<file path="src/rtl/l2_arbiter_rr.sv">
`default_nettype none
// ============================================================================
// Module   : l2_arbiter_rr
// Purpose  : Arbitrates NUM_PORTS L1 requesters onto the single shared L2
//            port. Round-robin or fixed-priority selection; the winner is
//            registered and holds the L2 port until l2_resp completes its
//            transaction.
// Ports    : clk, rst_n           clock, synchronous active-low reset
//            req_read/req_write   per-port request strobes
//            req_addr/req_wdata   packed per-port address / write line
//            resp                 one-hot completion to the granted port
//            rdata                L2 read line pass-through
//            l2_address/l2_wdata  forwarded from the granted port
//            l2_read/l2_write     forwarded strobes (write wins over read)
//            l2_rdata/l2_resp     L2 return path
//            busy                 transaction in progress
//            grant_idx            currently granted port
// Revision : 1.0 - initial release
// ============================================================================
module l2_arbiter_rr #(
    parameter int NUM_PORTS = 2,
    parameter int ADDR_W    = 16,
    parameter int LINE_W    = 128,
    parameter int RR_MODE   = 1,
    localparam int IDX_W    = (NUM_PORTS > 2) ? $clog2(NUM_PORTS) : 1
) (
    input  logic                        clk,
    input  logic                        rst_n,
    input  logic [NUM_PORTS-1:0]        req_read,
    input  logic [NUM_PORTS-1:0]        req_write,
    input  logic [NUM_PORTS*ADDR_W-1:0] req_addr,
    input  logic [NUM_PORTS*LINE_W-1:0] req_wdata,
    output logic [NUM_PORTS-1:0]        resp,
    output logic [LINE_W-1:0]           rdata,
    output logic [ADDR_W-1:0]           l2_address,
    output logic [LINE_W-1:0]           l2_wdata,
    output logic                        l2_read,
    output logic                        l2_write,
    input  logic [LINE_W-1:0]           l2_rdata,
    input  logic                        l2_resp,
    output logic                        busy,
    output logic [IDX_W-1:0]            grant_idx
);

    typedef enum logic [0:0] {
        ST_IDLE = 1'b0,
        ST_BUSY = 1'b1
    } state_t;

    state_t             state_q;
    logic [IDX_W-1:0]   grant_q;
    logic [IDX_W-1:0]   grant_d;
    logic [IDX_W-1:0]   rr_ptr_q;
    logic [IDX_W-1:0]   rr_ptr_d;

    logic [NUM_PORTS-1:0] w_req;
    logic                 w_any_req;
    logic                 w_found;
    logic [IDX_W:0]       w_sum;
    logic [IDX_W-1:0]     w_cand;

    logic                 w_sel_read;
    logic                 w_sel_write;
    logic [ADDR_W-1:0]    w_sel_addr;
    logic [LINE_W-1:0]    w_sel_wdata;

    assign w_req     = req_read | req_write;
    assign w_any_req = |w_req;

    // Winner selection. Candidates are visited in priority order: from
    // rr_ptr upward with wrap in round-robin mode, from port 0 otherwise.
    // The first requesting candidate wins.
    always_comb begin
        grant_d = '0;
        w_found = 1'b0;
        w_sum   = '0;
        w_cand  = '0;
        for (int k = 0; k < NUM_PORTS; k++) begin
            if (RR_MODE != 0) begin
                w_sum = {1'b0, rr_ptr_q} + (IDX_W+1)'(k);
                if (w_sum >= (IDX_W+1)'(NUM_PORTS)) begin
                    w_sum = w_sum - (IDX_W+1)'(NUM_PORTS);
                end
                w_cand = w_sum[IDX_W-1:0];
            end else begin
                w_cand = IDX_W'(k);
            end
            if (!w_found && w_req[w_cand]) begin
                w_found = 1'b1;
                grant_d = w_cand;
            end
        end
    end

    // Next round-robin pointer: the port just after the one being released.
    always_comb begin
        rr_ptr_d = rr_ptr_q;
        if (RR_MODE != 0) begin
            if (grant_q == IDX_W'(NUM_PORTS - 1)) begin
                rr_ptr_d = '0;
            end else begin
                rr_ptr_d = grant_q + IDX_W'(1);
            end
        end
    end

    // Live inputs of the granted port; other ports are locked out.
    always_comb begin
        w_sel_read  = 1'b0;
        w_sel_write = 1'b0;
        w_sel_addr  = '0;
        w_sel_wdata = '0;
        for (int i = 0; i < NUM_PORTS; i++) begin
            if (grant_q == IDX_W'(i)) begin
                w_sel_read  = req_read[i];
                w_sel_write = req_write[i];
                w_sel_addr  = req_addr[i*ADDR_W +: ADDR_W];
                w_sel_wdata = req_wdata[i*LINE_W +: LINE_W];
            end
        end
    end

    always_ff @(posedge clk) begin
        if (!rst_n) begin
            state_q  <= ST_IDLE;
            grant_q  <= '0;
            rr_ptr_q <= '0;
        end else begin
            case (state_q)
                ST_IDLE: begin
                    if (w_any_req) begin
                        grant_q <= grant_d;
                        state_q <= ST_BUSY;
                    end
                end
                ST_BUSY: begin
                    if (l2_resp) begin
                        state_q  <= ST_IDLE;
                        rr_ptr_q <= rr_ptr_d;
                    end
                end
                default: state_q <= ST_IDLE;
            endcase
        end
    end

    assign busy       = (state_q == ST_BUSY);
    assign grant_idx  = grant_q;
    assign rdata      = l2_rdata;
    assign l2_address = w_sel_addr;
    assign l2_wdata   = w_sel_wdata;
    // A port asserting both strobes is treated as a write.
    assign l2_write   = busy & w_sel_write;
    assign l2_read    = busy & w_sel_read & ~w_sel_write;

    always_comb begin
        resp = '0;
        for (int i = 0; i < NUM_PORTS; i++) begin
            resp[i] = busy & l2_resp & (grant_q == IDX_W'(i));
        end
    end

endmodule
`default_nettype wire

</file>
<file path="config.mk">
export PLATFORM = sky130hd
export DESIGN_NAME = l2_arbiter_rr
export DESIGN_NICKNAME = d
export VERILOG_FILES = /design/src/rtl/l2_arbiter_rr.sv
export SDC_FILE = /design/constraint.sdc
export NUM_CORES = 1
export LEC_CHECK = 0
export ABC_AREA = 1
export CAP_MARGIN = 20
export CORE_AREA = 5 5 273 275
export CTS_BUF_LIST = sky130_fd_sc_hd__clkbuf_16
export CTS_CLUSTER_DIAMETER = 150
export DETAILED_ROUTE_END_ITERATION = 7
export DIE_AREA = 0 0 278 280
export PLACE_DENSITY = 0.35
export SLEW_MARGIN = 15
export SYNTH_ARGS = -nofsm -noshare
export SYNTH_HDL_FRONTEND = slang
export SYNTH_SLANG_ARGS = --single-unit
</file>
<file path="constraint.sdc">
create_clock -name clk -period 3.4 [get_ports clk]
set_clock_uncertainty 0.2 [all_clocks]
set_input_delay 0.34 -clock clk [delete_from_list [all_inputs] [get_ports clk]]
set_output_delay 0.34 -clock clk [all_outputs]
set_load 0.05 [all_outputs]
</file>
; ---- Yosys cells after proc, flatten, opt, wreduce, memory -nomap -nowiden
; Index checks and enable logic that the tools add are counted.
[op_classes]
add_sub_neg = 4
n_lt_le_gt_ge = 4
n_mux = 17
n_bitwise = 10
reduce_logical = 5
[op_table]
columns = operator, n
row1 = $mux W128, 1
row2 = $mux W16, 1
row3 = $mux W1, 14
row4 = $and A1 B1 Y1, 6
row5 = $lt A1 B2 Y1 const B, 2
row6 = $reduce_and A2 Y1, 2
row7 = $not A1 Y1, 3
row8 = $add A1 B1 Y2 const B, 1
row9 = $ge A1 B2 Y1 const B, 1
row10 = $ge A2 B2 Y1 const B, 1
row11 = $or A2 B2 Y2, 1
row12 = $pmux W1 S2, 1
row13 = $reduce_or A2 Y1, 1
row14 = $sub A1 B1 Y1 const B, 2
row15 = $add A1 B1 Y1 const B, 1
row16 = $logic_and A1 B1 Y1, 1
row17 = $logic_not A1 Y1, 1
[word_totals]
register_bits = 3
in_bits = 423
out_inout_bits = 278

; ---- Depth between registers and ports, before layout
[logic_depth]
ltp_word = 8
ltp_mapped = 6
mapped_depth_nobuf = 6

; ---- Worst setup path after synthesis
; OpenSTA, ideal clock, no wires.
[synth_timing]
kind = register to output
from = reg grant_q (netlist: grant_idx)
to = out l2_read
arrival_time_ns = 1.936
required_ns = 2.860
path_slack_ns = 0.924
stages_incl_launch_ff = 5
cell_sequence = dfxtp_1 > buf_6 > buf_6 > nor2_1 > nor4_2
[synth_between]
elab_chain_len = 3
elab_cells_between_ends = 5
[synth_lines]
columns = item, line
row1 = start: declaration, 51  ; logic [IDX_W-1:0] grant_q;
row2 = start signal: assignment, 132  ; grant_q <= grant_d;
row3 = $mux W1, 114  ; if (grant_q == IDX_W'(i)) begin
row4 = $and A1 B1 Y1 or $not A1 Y1 (tied branches), 154  ; assign l2_read = busy & w_sel_read & ~w_sel_write;
row5 = $and A1 B1 Y1 (*), 154
row6 = end: declaration, 37  ; output logic l2_read,
; Mark *: on every way between the ends. The rest lies on a longest branch, timed or not.

; ---- Worst setup path after layout
[layout_timing]
from = reg grant_q (netlist: grant_idx)
to = out l2_wdata[75]
[layout_between]
elab_chain_len = 1
[layout_lines]
columns = item, line
row1 = $mux W128, 114
row2 = end: declaration, 36  ; output logic [LINE_W-1:0] l2_wdata,
; No other way between the ends.

==> metrics <==
f_max 333.3 MHz; register area share after synthesis 1.958%; Hold Crit Class flip-flop to flip-flop; Yosys reg bits 3; PortBufs 444; clock network power share 10.1%; Worst Hold Slack 0.2643 ns; Period minus WS final 3.000 ns; drt wl/cell 15.15 um; fill count 8441; Clock Pin Slew Worst Setup and Hold Paths 0.03 ns; Slew Viols, Final 0; CTS tree yes; distinct cell type count after synthesis 14; Leak Pwr 3.228 nW; most used cell, CP nand2_1; Layout Nets 1347; cts repair resizes 0; combinational fraction of design power 87.3%; switching part of the total 54.69%; Crit Path Category flip-flop to primary output; Final ANT Viol Nets 0; all-layer global routing usage 6.681%; die footprint 77840 um^2; Ports 701; Worst-Skew Late Latency 0.22 ns; pin count of the biggest net entering global routing 66; CTS Root Cell clkbuf_16; final worst slack 0.4001 ns; Critical R2R Capture rr_ptr_q; final setup vio count 0; worst reg2reg path depth 4; CP cell instances inv_6 -> buf_12 -> nand2_1 -> nand2_1 -> clkdlybuf4s50_1; DPL Wire Length 25510 um; Ys Warns 0; Placer Congestion 0.8792; crit path DAT 2.46 ns; clock sinks 3; via count 4907; CP max stage delay 0.83 ns; final hold violation count 0; Synthesized Nets 1047; initial antenna violation count 16; Iteration-0 DRC Markers 121; ratio of cells with drive above 1 in the final layout 6.934%; Residual DRC 0; type of origin of the critical path flip-flop; hold path start rr_ptr_q; Hold-fix buffers, CTS 0; reg2reg start grant_idx; slew margin rel. 63.77%; Avg Cell Area, Syn 4.915 um^2; clock buffer count from CTS 3; First-pass DRT Iterations 4; hold depth 2; RSZ-0062 raised after global routing no; WL final 28530 um; setup bufs post-CTS 0; total negative setup slack 0 ns; vias per cell 2.606; Sequential Power Share 2.6%; max cap viols 0; post-synthesis cell area 3067 um^2; row count 99; Crit path required time 2.86 ns; vias in the first global route 5488; final period utilization 88.23%; clk buf depth 2; Net Sw Power 1.013 mW; core area 72090 um^2; WHS Endpoint rr_ptr_q; Worst-Margin Slew 0.5417 ns; global-route wire length before repair 37850 um; cell at the slowest stage of the critical path clkdlybuf4s50_1; crit path max fanout 65; critical path capture point type primary output; Die Wd 278 um; Int Pwr 0.8394 mW; pre-CTS setup slack 0.5442 ns; initial core utilization 4.254%; P&R area growth vs syn 147.8%; outcome complete, no violations; H-tree depth 1; worst vdd ir 0.08149 mV; Overflow after GRT 0; Die H 280 um; Power Density 243.8 nW/um^2; r2r setup slk 1.69 ns; Synth Instances 624
## critical path, delay by kind of cell (launching register included)
family | cells | cell delay, ns
buffers and inverters | 3 | 1.39
DFF | 1 | 0.44
and+or+nand+nor | 2 | 0.24
## synthesized netlist by cell type, drive strengths merged
cell type | instances | area (um^2)
nor2 | 8 | 35.03
inv | 7 | 26.27
nor4 | 1 | 12.51
a211oi | 1 | 7.510
nand2 | 439 | 1648
clkbuf | 5 | 68.82
dfxtp | 3 | 60.06
o21ai | 3 | 15.01
a21oi | 1 | 5.000
buf | 156 | 1189
## state kept, by name (all words and copies together) (netlist names)
name / count
grant_idx: 1
busy: 1
rr_ptr_q: 1
## through the flow
step	std cells	total power [mW]	utilization, %	area, um^2
6_report	1883	1.853	10.54	7599
5_1_grt	1882	1.953	10.54	7596
4_1_cts	1882	1.887	10.54	7596
3_5_place_dp	1878	1.684	10.43	7517
3_3_place_gp	1878	1.690	10.43	7517
2_1_floorplan	624	1.312	-	3067
## worst max path at each step
| stage | start | endpoint | slack (ns) | cells past startpoint |
|---|---|---|---|---|
| floorplan | grant_idx | l2_read | 0.92 | 4 |
| global placement | req_write[0] | l2_write | 0.56 | 6 |
| detailed placement | grant_idx | l2_wdata[75] | 0.54 | 5 |
| CTS | grant_idx | l2_wdata[75] | 0.30 | 5 |
| global route | grant_idx | l2_wdata[75] | 0.26 | 5 |
| finish | grant_idx | l2_wdata[75] | 0.40 | 5 |
## power by group through the flow
stage	clock network (mW)	logic, mW	registers (mW)
2_1_floorplan	0	1.26	0.0469
3_3_place_gp	0	1.64	0.0483
3_5_place_dp	0	1.63	0.0491
4_1_cts	0.196	1.64	0.0486
5_1_grt	0.198	1.71	0.0491
6_report	0.187	1.62	0.0474
## final cells by class
type,instances,area [um^2],area share (%)
Clock buffer,3,75.07,0.9880
Antenna cell,1,2.502,0.03293
Multi-Input combinational cell,453,1723,22.67
Clock inverter,1,3.754,0.04940
Timing Repair Buffer,456,4499,59.21
Tap cell,959,1200,15.79
Sequential cell,3,63.81,0.8398
Inverter,7,31.28,0.4117
## layout by cell type, fill, tap and decap left out
cell,instances
nand2_1,439
clkdlybuf4s50_1,400
buf_4,50
inv_1,7
nor2_1,6
buf_12,6
o21ai_0,3
clkbuf_16,3
nor2_2,2
dfxtp_1,2
diode_2,1
inv_6,1
nor4_2,1
a211oi_1,1
a21oi_1,1
dfxtp_4,1
## routing by layer
| layer | vias to the layer above | global-route usage [%] | wire (um) |
|---|---|---|---|
| met5 | - | 0.4274 | 124 |
| met4 | 12 | 3.297 | 1728 |
| met3 | 112 | 4.818 | 5221 |
| met2 | 514 | 10.38 | 11660 |
| met1 | 1952 | 6.709 | 9791 |
| li1 | 2317 | - | - |
## kinds of logic after synthesis
family	share of synthesized area (%)
buffers and inverters	41.86
flip-flops	1.958
AO/OA/AOI/OAI	0.8974
AND/OR/NAND/NOR	55.28
No activity file was read; power rests on OpenSTA's default activity.
